===== config.mk =====
export PLATFORM = sky130hd
export DESIGN_NAME = array_command_sequencer_flat
export DESIGN_NICKNAME = d
export VERILOG_FILES = /design/src/rtl/seq_pkg.sv /design/src/rtl/array_command_sequencer_if.sv /design/src/rtl/seq_cmd_fifo.sv /design/src/rtl/array_command_sequencer.sv /design/src/flat_wrapper.sv
export SDC_FILE = /design/constraint.sdc
export NUM_CORES = 1
export LEC_CHECK = 0
export CORE_MARGIN = 2
export CORE_UTILIZATION = 50
export CTS_CLUSTER_SIZE = 40
export DETAILED_ROUTE_END_ITERATION = 10
export GPL_ROUTABILITY_DRIVEN = 0
export PLACE_DENSITY = 0.72
export SLEW_MARGIN = 20
export SYNTH_ARGS = -nofsm -noshare
export SYNTH_HDL_FRONTEND = slang
export SYNTH_SLANG_ARGS = --single-unit

===== constraint.sdc =====
create_clock -name CLK -period 3 [get_ports CLK]
set_input_delay 0.6 -clock CLK [delete_from_list [all_inputs] [get_ports CLK]]
set_output_delay 0.6 -clock CLK [all_outputs]
set_load 0.1 [all_outputs]

===== src/rtl/seq_pkg.sv =====
// Shared opcodes and FSM encodings for the array command sequencer.
package seq_pkg;

  localparam logic [2:0] CMD_MULTIPLY    = 3'b000;
  localparam logic [2:0] CMD_SHIFT_UP    = 3'b001;
  localparam logic [2:0] CMD_SHIFT_DOWN  = 3'b010;
  localparam logic [2:0] CMD_SHIFT_LEFT  = 3'b011;
  localparam logic [2:0] CMD_SHIFT_RIGHT = 3'b100;
  localparam logic [2:0] CMD_LOAD_AB     = 3'b101;
  localparam logic [2:0] CMD_LOAD_S      = 3'b110;
  localparam logic [2:0] CMD_RESET       = 3'b111;

  localparam int ISSUE_CNT_W = 16;

  typedef enum logic [1:0] {
    ST_IDLE  = 2'd0,
    ST_ISSUE = 2'd1,
    ST_WAIT  = 2'd2,
    ST_ERROR = 2'd3
  } seq_state_e;

endpackage


===== src/rtl/array_command_sequencer_if.sv =====
// Host instruction port and cell command bus of the array command sequencer.
// The error signal exists only when SEQ_WATCHDOG_EN is defined.
interface array_command_sequencer_if #(
  parameter int NUM_PE   = 16,
  parameter int REPEAT_W = 8
);
  logic                  instr_valid;
  logic                  instr_ready;
  logic [REPEAT_W+2:0]   instr_data;
  logic [2:0]            pe_command;
  logic                  pe_ack;
  logic [NUM_PE-1:0]     pe_ready;
  logic                  busy;
  logic                  done;
  logic [15:0]           issue_count;
`ifdef SEQ_WATCHDOG_EN
  logic                  error;
`endif

  modport master (
    output instr_valid, instr_data, pe_ready,
    input  instr_ready, pe_command, pe_ack, busy, done, issue_count
`ifdef SEQ_WATCHDOG_EN
    , input error
`endif
  );

  modport slave (
    input  instr_valid, instr_data, pe_ready,
    output instr_ready, pe_command, pe_ack, busy, done, issue_count
`ifdef SEQ_WATCHDOG_EN
    , output error
`endif
  );
endinterface


===== src/rtl/seq_cmd_fifo.sv =====
// Show-ahead synchronous FIFO holding host instructions; simultaneous push and pop allowed.
module seq_cmd_fifo #(
  parameter int WIDTH = 11,
  parameter int DEPTH = 8
) (
  input  logic             CLK,
  input  logic             reset,
  input  logic             i_push,
  input  logic             i_pop,
  input  logic [WIDTH-1:0] i_wdata,
  output logic [WIDTH-1:0] o_rdata,
  output logic             o_full,
  output logic             o_empty
);
  localparam int AW = (DEPTH > 1) ? $clog2(DEPTH) : 1;

  logic [WIDTH-1:0] r_mem [DEPTH];
  logic [AW-1:0]    r_wr_ptr;
  logic [AW-1:0]    r_rd_ptr;
  logic [AW:0]      r_count;
  logic             w_do_push;
  logic             w_do_pop;

  assign o_full    = (r_count == (AW+1)'(DEPTH));
  assign o_empty   = (r_count == (AW+1)'(0));
  assign w_do_push = i_push && !o_full;
  assign w_do_pop  = i_pop && !o_empty;
  assign o_rdata   = r_mem[r_rd_ptr];

  // Storage array carries no reset; the pointers alone define valid contents.
  always_ff @(posedge CLK) begin
    if (w_do_push) begin
      r_mem[r_wr_ptr] <= i_wdata;
    end
  end

  // Pointers and occupancy.
  always_ff @(posedge CLK or negedge reset) begin
    if (!reset) begin
      r_wr_ptr <= AW'(0);
      r_rd_ptr <= AW'(0);
      r_count  <= (AW+1)'(0);
    end else begin
      if (w_do_push) begin
        r_wr_ptr <= r_wr_ptr + AW'(1);
      end
      if (w_do_pop) begin
        r_rd_ptr <= r_rd_ptr + AW'(1);
      end
      case ({w_do_push, w_do_pop})
        2'b10:   r_count <= r_count + (AW+1)'(1);
        2'b01:   r_count <= r_count - (AW+1)'(1);
        default: r_count <= r_count;
      endcase
    end
  end
endmodule


===== src/rtl/array_command_sequencer.sv =====
// Broadcasts buffered opcodes to the cell array and runs the ack/ready handshake,
// repeating each opcode repeat+1 times. SEQ_WATCHDOG_EN adds a WAIT timeout and error flag.
module array_command_sequencer
  import seq_pkg::*;
#(
  parameter int NUM_PE     = 16,
  parameter int FIFO_DEPTH = 8,
  parameter int REPEAT_W   = 8
`ifdef SEQ_WATCHDOG_EN
  , parameter int TIMEOUT_CYCLES = 1024
`endif
) (
  input  logic                       CLK,
  input  logic                       reset,
  array_command_sequencer_if.slave   bus
);
  localparam int DW = 3 + REPEAT_W;

  logic [DW-1:0]          w_rdata;
  logic                   w_full;
  logic                   w_empty;
  logic                   w_push;
  logic                   w_pop;
  logic [NUM_PE-1:0]      w_ready;
  logic                   w_all_ready;

  seq_state_e             r_state;
  logic [2:0]             r_cmd;
  logic [REPEAT_W-1:0]    r_rep;
  logic                   r_ack;
  logic                   r_done;
  logic [ISSUE_CNT_W-1:0] r_issue_cnt;
`ifdef SEQ_WATCHDOG_EN
  localparam int WDW = $clog2(TIMEOUT_CYCLES + 1);
  logic [WDW-1:0]         r_wd_cnt;
  logic                   r_error;
`endif

  assign w_push      = bus.instr_valid && !w_full;
  assign w_pop       = (r_state == ST_IDLE) && !w_empty;
  assign w_ready     = bus.pe_ready;
  assign w_all_ready = &w_ready;

  assign bus.instr_ready = !w_full;
  assign bus.pe_command  = r_cmd;
  assign bus.pe_ack      = r_ack;
  assign bus.done        = r_done;
  assign bus.issue_count = r_issue_cnt;
  assign bus.busy        = (r_state != ST_IDLE) || !w_empty;
`ifdef SEQ_WATCHDOG_EN
  assign bus.error       = r_error;
`endif

  seq_cmd_fifo #(
    .WIDTH (DW),
    .DEPTH (FIFO_DEPTH)
  ) u_fifo (
    .CLK     (CLK),
    .reset   (reset),
    .i_push  (w_push),
    .i_pop   (w_pop),
    .i_wdata (bus.instr_data),
    .o_rdata (w_rdata),
    .o_full  (w_full),
    .o_empty (w_empty)
  );

  // Sequencer FSM; ack, command, done and issue count are all registered here.
  always_ff @(posedge CLK or negedge reset) begin
    if (!reset) begin
      r_state     <= ST_IDLE;
      r_cmd       <= CMD_MULTIPLY;
      r_rep       <= {REPEAT_W{1'b0}};
      r_ack       <= 1'b1;
      r_done      <= 1'b0;
      r_issue_cnt <= {ISSUE_CNT_W{1'b0}};
`ifdef SEQ_WATCHDOG_EN
      r_wd_cnt    <= {WDW{1'b0}};
      r_error     <= 1'b0;
`endif
    end else begin
      r_done <= 1'b0;
      case (r_state)
        ST_IDLE: begin
          r_ack <= 1'b1;
          if (!w_empty) begin
            r_cmd       <= w_rdata[DW-1 -: 3];
            r_rep       <= w_rdata[REPEAT_W-1:0];
            r_ack       <= 1'b0;
            r_issue_cnt <= r_issue_cnt + 16'd1;
            r_state     <= ST_ISSUE;
          end
        end
        ST_ISSUE: begin
          r_ack   <= 1'b1;
          r_state <= ST_WAIT;
`ifdef SEQ_WATCHDOG_EN
          r_wd_cnt <= {WDW{1'b0}};
`endif
        end
        ST_WAIT: begin
          r_ack <= 1'b1;
          if (w_all_ready) begin
            if (r_rep != {REPEAT_W{1'b0}}) begin
              r_rep       <= r_rep - REPEAT_W'(1);
              r_ack       <= 1'b0;
              r_issue_cnt <= r_issue_cnt + 16'd1;
              r_state     <= ST_ISSUE;
            end else begin
              r_done  <= 1'b1;
              r_state <= ST_IDLE;
            end
          end
`ifdef SEQ_WATCHDOG_EN
          // Timeout counts WAIT cycles spent without a full ready set.
          else if (r_wd_cnt == WDW'(TIMEOUT_CYCLES - 1)) begin
            r_error <= 1'b1;
            r_state <= ST_ERROR;
          end else begin
            r_wd_cnt <= r_wd_cnt + WDW'(1);
          end
`endif
        end
`ifdef SEQ_WATCHDOG_EN
        ST_ERROR: begin
          r_ack   <= 1'b1;
          r_error <= 1'b1;
          r_state <= ST_ERROR;
        end
`endif
        default: begin
          r_ack   <= 1'b1;
          r_state <= ST_IDLE;
        end
      endcase
    end
  end
endmodule


===== src/flat_wrapper.sv =====
// flat-port wrapper written by rule: the top's interface ports become plain ports
module array_command_sequencer_flat import seq_pkg::*;
#(
  parameter int NUM_PE     = 16,
  parameter int FIFO_DEPTH = 8,
  parameter int REPEAT_W   = 8

)
  (CLK, reset, bus_instr_valid, bus_instr_data, bus_pe_ready, bus_instr_ready, bus_pe_command, bus_pe_ack, bus_busy, bus_done, bus_issue_count);
  array_command_sequencer_if #(.NUM_PE(NUM_PE), .REPEAT_W(REPEAT_W)) bus_i ();
  input  logic CLK;
  input  logic reset;
  input wire logic [$bits(bus_i.instr_valid)-1:0] bus_instr_valid;
  input wire logic [$bits(bus_i.instr_data)-1:0] bus_instr_data;
  input wire logic [$bits(bus_i.pe_ready)-1:0] bus_pe_ready;
  output wire logic [$bits(bus_i.instr_ready)-1:0] bus_instr_ready;
  output wire logic [$bits(bus_i.pe_command)-1:0] bus_pe_command;
  output wire logic [$bits(bus_i.pe_ack)-1:0] bus_pe_ack;
  output wire logic [$bits(bus_i.busy)-1:0] bus_busy;
  output wire logic [$bits(bus_i.done)-1:0] bus_done;
  output wire logic [$bits(bus_i.issue_count)-1:0] bus_issue_count;
  assign bus_i.instr_valid = bus_instr_valid;
  assign bus_i.instr_data = bus_instr_data;
  assign bus_i.pe_ready = bus_pe_ready;
  assign bus_instr_ready = bus_i.instr_ready;
  assign bus_pe_command = bus_i.pe_command;
  assign bus_pe_ack = bus_i.pe_ack;
  assign bus_busy = bus_i.busy;
  assign bus_done = bus_i.done;
  assign bus_issue_count = bus_i.issue_count;
  array_command_sequencer #(.NUM_PE(NUM_PE), .FIFO_DEPTH(FIFO_DEPTH), .REPEAT_W(REPEAT_W)) u_core (.CLK(CLK), .reset(reset), .bus(bus_i));
endmodule

==> implementation parameters <==
Parameter                              Value

Floorplanning
  Ports ... 53
  Die outline area ... between 10000 and 15000 sq um
  Core area ... between 10000 and 15000 sq um
  Starting utilization of the core area ... between 50 and 60%
  Height of the die ... 108 microns
  Horiz. Die Dim ... ~110 microns
  Std cell rows ... 37

Power and ir drop
  Net switching share of the total power ... around 37%
  Combinational power share ... approximately 34%
  Relative contribution of the clock network to total power ... about 28%
  Net switching power figure ... about 2.6 mW
  Worst vdd ir ... 0.000790 V
  Cell-internal power ... roughly 4.5 mW
  Power per unit of standard cell area ... 1070 nW/um^2
  LEAKAGE ... 2.50 nW
  Share of power burned in registers ... between 30% and 40%

Final layout
  Number of filler cells placed in the layout ... between 700 and 800
  Commonest non-fill, non-tap cell in the layout ... edfxtp_1
  Post-Layout Cell Count ... ~560
  Fraction of final layout cells with drive strength greater than 1 ... 25.8%
  Utilization of the core after routing ... a little under two thirds
  Area added between synthesis and finish ... 23.0%
  Number of diodes ... 0
  Most frequent cells in the layout ... edfxtp_1 (88), dfrtp_1 (40), buf_4 (39), clkdlybuf4s50_1 (28), mux4_2 (22)
  Final net count ... between 400 and 500

STA
  Slew at the pin with the worst max-slew slack ... 0.925 ns
  Worst clock skew ... between 0.01 and 0.015 ns
  Slew Limit Fails ... 0
  Crit share post-route ... 79.0%
  Highest clock frequency the design can meet ... about 420 MHz
  Unrepaired setup endpoints after global routing ... false
  Final number of hold-violating endpoints ... 0
  Rel. slew slack ... a little under two fifths
  Number of setup violations in the final report ... 0
  Final min period ... ~2.4 ns
  Total Neg Setup Slack ... 0 ns

Clock tree
  Post-CTS Setup Bufs ... 0
  Register clock-pin slew on the reported worst setup and hold paths ... ~0.060 ns
  Clock tree from TritonCTS ... done
  Clk_lat worst skew ... between 0.5 and 0.6 ns
  CTS Root Buffer Type ... clkbuf_8
  Number of buffers created by CTS ... 17
  Deepest clock path buffer count ... 2
  Number of H-tree levels ... 4
  Number of gates resized after cts ... 0
  Number of hold buffers added after CTS ... 0
  Clk sink count ... 129

Logic synthesis
  Mean post-synth cell area ... between 15 and 20 sq um
  Mapped Cells ... between 300 and 400
  Share of synthesized area occupied by flip-flops and latches ... between 60% and 70%
  Area of the mapped netlist ... roughly 5400 sq um
  Portion of synthesized cell area occupied by the leading cell type ... between 40% and 50%
  Ys async rst share ... a little under a third
  Most area-hungry cell type in the Yosys netlist ... edfxtp_1
  Count of flip-flops with a built-in enable after synthesis ... between 80 and 90
  #FFs+latches synth ... roughly 130
  Prevailing post-synth register cell ... edfxtp_1
  Distinct cell type count of the synthesized netlist ... between 40 and 50
  Ranking of synthesized cells by area ... edfxtp_1 (49%), dfrtp_1 (18%), mux4_2 (9.1%)
  Yosys warnings ... 0
  Nets in the synthesized netlist ... 377

Run
  Number of maximum-capacitance constraint violations ... 0

Drt
  Antenna viol nets, final ... 0
  1st-pass router iterations ... 4
  Post-detailed-route DRC marker count ... 0
  Routed wire length ... approximately 10 mm
  Post-DR vias/cell ... approximately 5.5
  WL/cell ... ~19 microns
  Via total after detailed routing ... 3106
  Initial drt markers ... between 150 and 200

Global routing
  Wire length of the first global-routing pass ... 16.7 mm
  GRT Total Usage ... about a fifth
  Pin count of the biggest net entering global routing ... 42
  Final global-route overflow total ... 0
  Number of antenna violations at the first check in global routing ... 0
  Vias in the first global route ... about 3100

Placement
  Number of buffer cells added on primary ports ... between 50 and 60
  Number of placed instances with taps included ... 530
  Detailed-placement wirelength estimate ... ~6.4 mm

Setup path
  R2r startpoint ... u_core.u_fifo.r_count[1]
  Critical path class ... reg -> reg
  Crit path launch type ... register
  Critical-path maximum fanout ... 8
  Crit path required time ... 3.40 ns
  Endpoint type of the worst setup path ... register
  Launching instance or port of the critical path ... u_core.u_fifo.r_count[1]
  Data arrival time of the critical path ... about 2.8 ns

Run status
  Outcome ... finished, final reports clean

Min path
  Hold/Removal Path Class ... in -> async
flip-flops by register name (all words and copies together) (netlist names):
register and cells:
u_core.bus.issue_count 16, u_core.u_fifo.r_wr_ptr 3, u_core.u_fifo.r_rd_ptr 3, u_core.u_fifo.r_count 4
u_core.bus.pe_command 3, u_core.bus.done 1, u_core.r_rep 8, u_core.bus.pe_ack 1
u_core.u_fifo.r_mem 88, u_core.r_state 2
cell usage after synthesis (2+ instances only):
cell type,instances
a211oi_1,3
a21oi_1,15
a31oi_1,2
buf_2,5
buf_6,2
clkbuf_1,6
dfrtp_1,40
edfxtp_1,88
ha_1,7
inv_1,7
mux2_2,4
mux2i_1,7
mux4_2,22
nand2_1,15
nand2b_1,5
nand3_1,8
nand4_1,8
nor2_1,20
nor2b_1,5
nor3_1,12
nor4_1,2
nor4_2,4
o21ai_0,10
xnor2_1,11
xor2_1,13
per-layer routing:
layer / track usage (%) / wire, microns
met1: 25.4 / 4510
met2: 31.8 / 5280
met3: 4.64 / 497
met4: 7.69 / 127
met5: 0 / 0
per-stage QoR:
stage	instance area, sq um	total power [mW]	hold slack [ns]	worst slack [ns]
floorplan	5420	4.51	0.304	0.0786
global placement	6090	5.07	0.461	0.429
detailed placement	6090	5.15	0.478	0.391
CTS	6660	7.15	0.251	0.623
global route	6660	7.47	0.309	0.493
finish	6660	7.10	0.226	0.629
worst max-delay path, stage by stage (launching register included):
cell and delay (ns):
dfrtp_1 0.46, nor3_1 0.23, nand2_1 0.16, nand2_1 0.28
ha_1 0.33, xor2_1 0.10, ha_1 0.19, a21oi_1 0.15
xor2_1 0.17, nor2_1 0.06, xor2_1 0.14
kinds of logic (layout without fill, tap and decap cells):
family,Yosys count,count (layout),share of synthesized area [%]
DFF,129,129,67.8
and+or+nand+nor,89,89,9.59
AOI/OAI and AO/OA,36,36,3.84
muxes,33,33,11.3
xor gates and xnor gates,24,24,3.88
buffers and inverters,22,108,2.03
adders and majority gates,7,7,1.62
power groups by stage:
stage               Clock (mW)  Sequential, mW  Combinational, mW
global route              2.10            2.76               2.61
CTS                       2.01            2.70               2.44
detailed placement           0            2.73               2.42
floorplan                    0            3.00               1.51
finish                    1.98            2.70               2.42
global placement             0            2.71               2.36
final cells by class:
type	instances	area, sq um	share of cell area, %
inverters	8	32.5	0.488
well taps	136	170	2.55
flip-flops and latches	129	3670	55.1
multi-input cells	189	1640	24.6
clock buffers	18	418	6.27
clock inverters	14	153	2.29
repair buffers	68	578	8.68
path summary, 6_finish.rpt:
path | depth (start not counted) | slack (ns) | end
setup reg to reg | 10 | 0.63 | u_core.u_fifo.r_count[2]
hold / removal | 1 | 0.23 | u_core.bus.issue_count[6]
setup / recovery | 10 | 0.63 | u_core.u_fifo.r_count[2]
min in group CLK | 1 | 0.48 | u_core.bus.issue_count[15]
max in group asynchronous | 1 | 2.20 | u_core.r_rep[0]
hold reg to reg | 1 | 0.48 | u_core.bus.issue_count[15]
No activity file was read; power rests on OpenSTA's default activity.
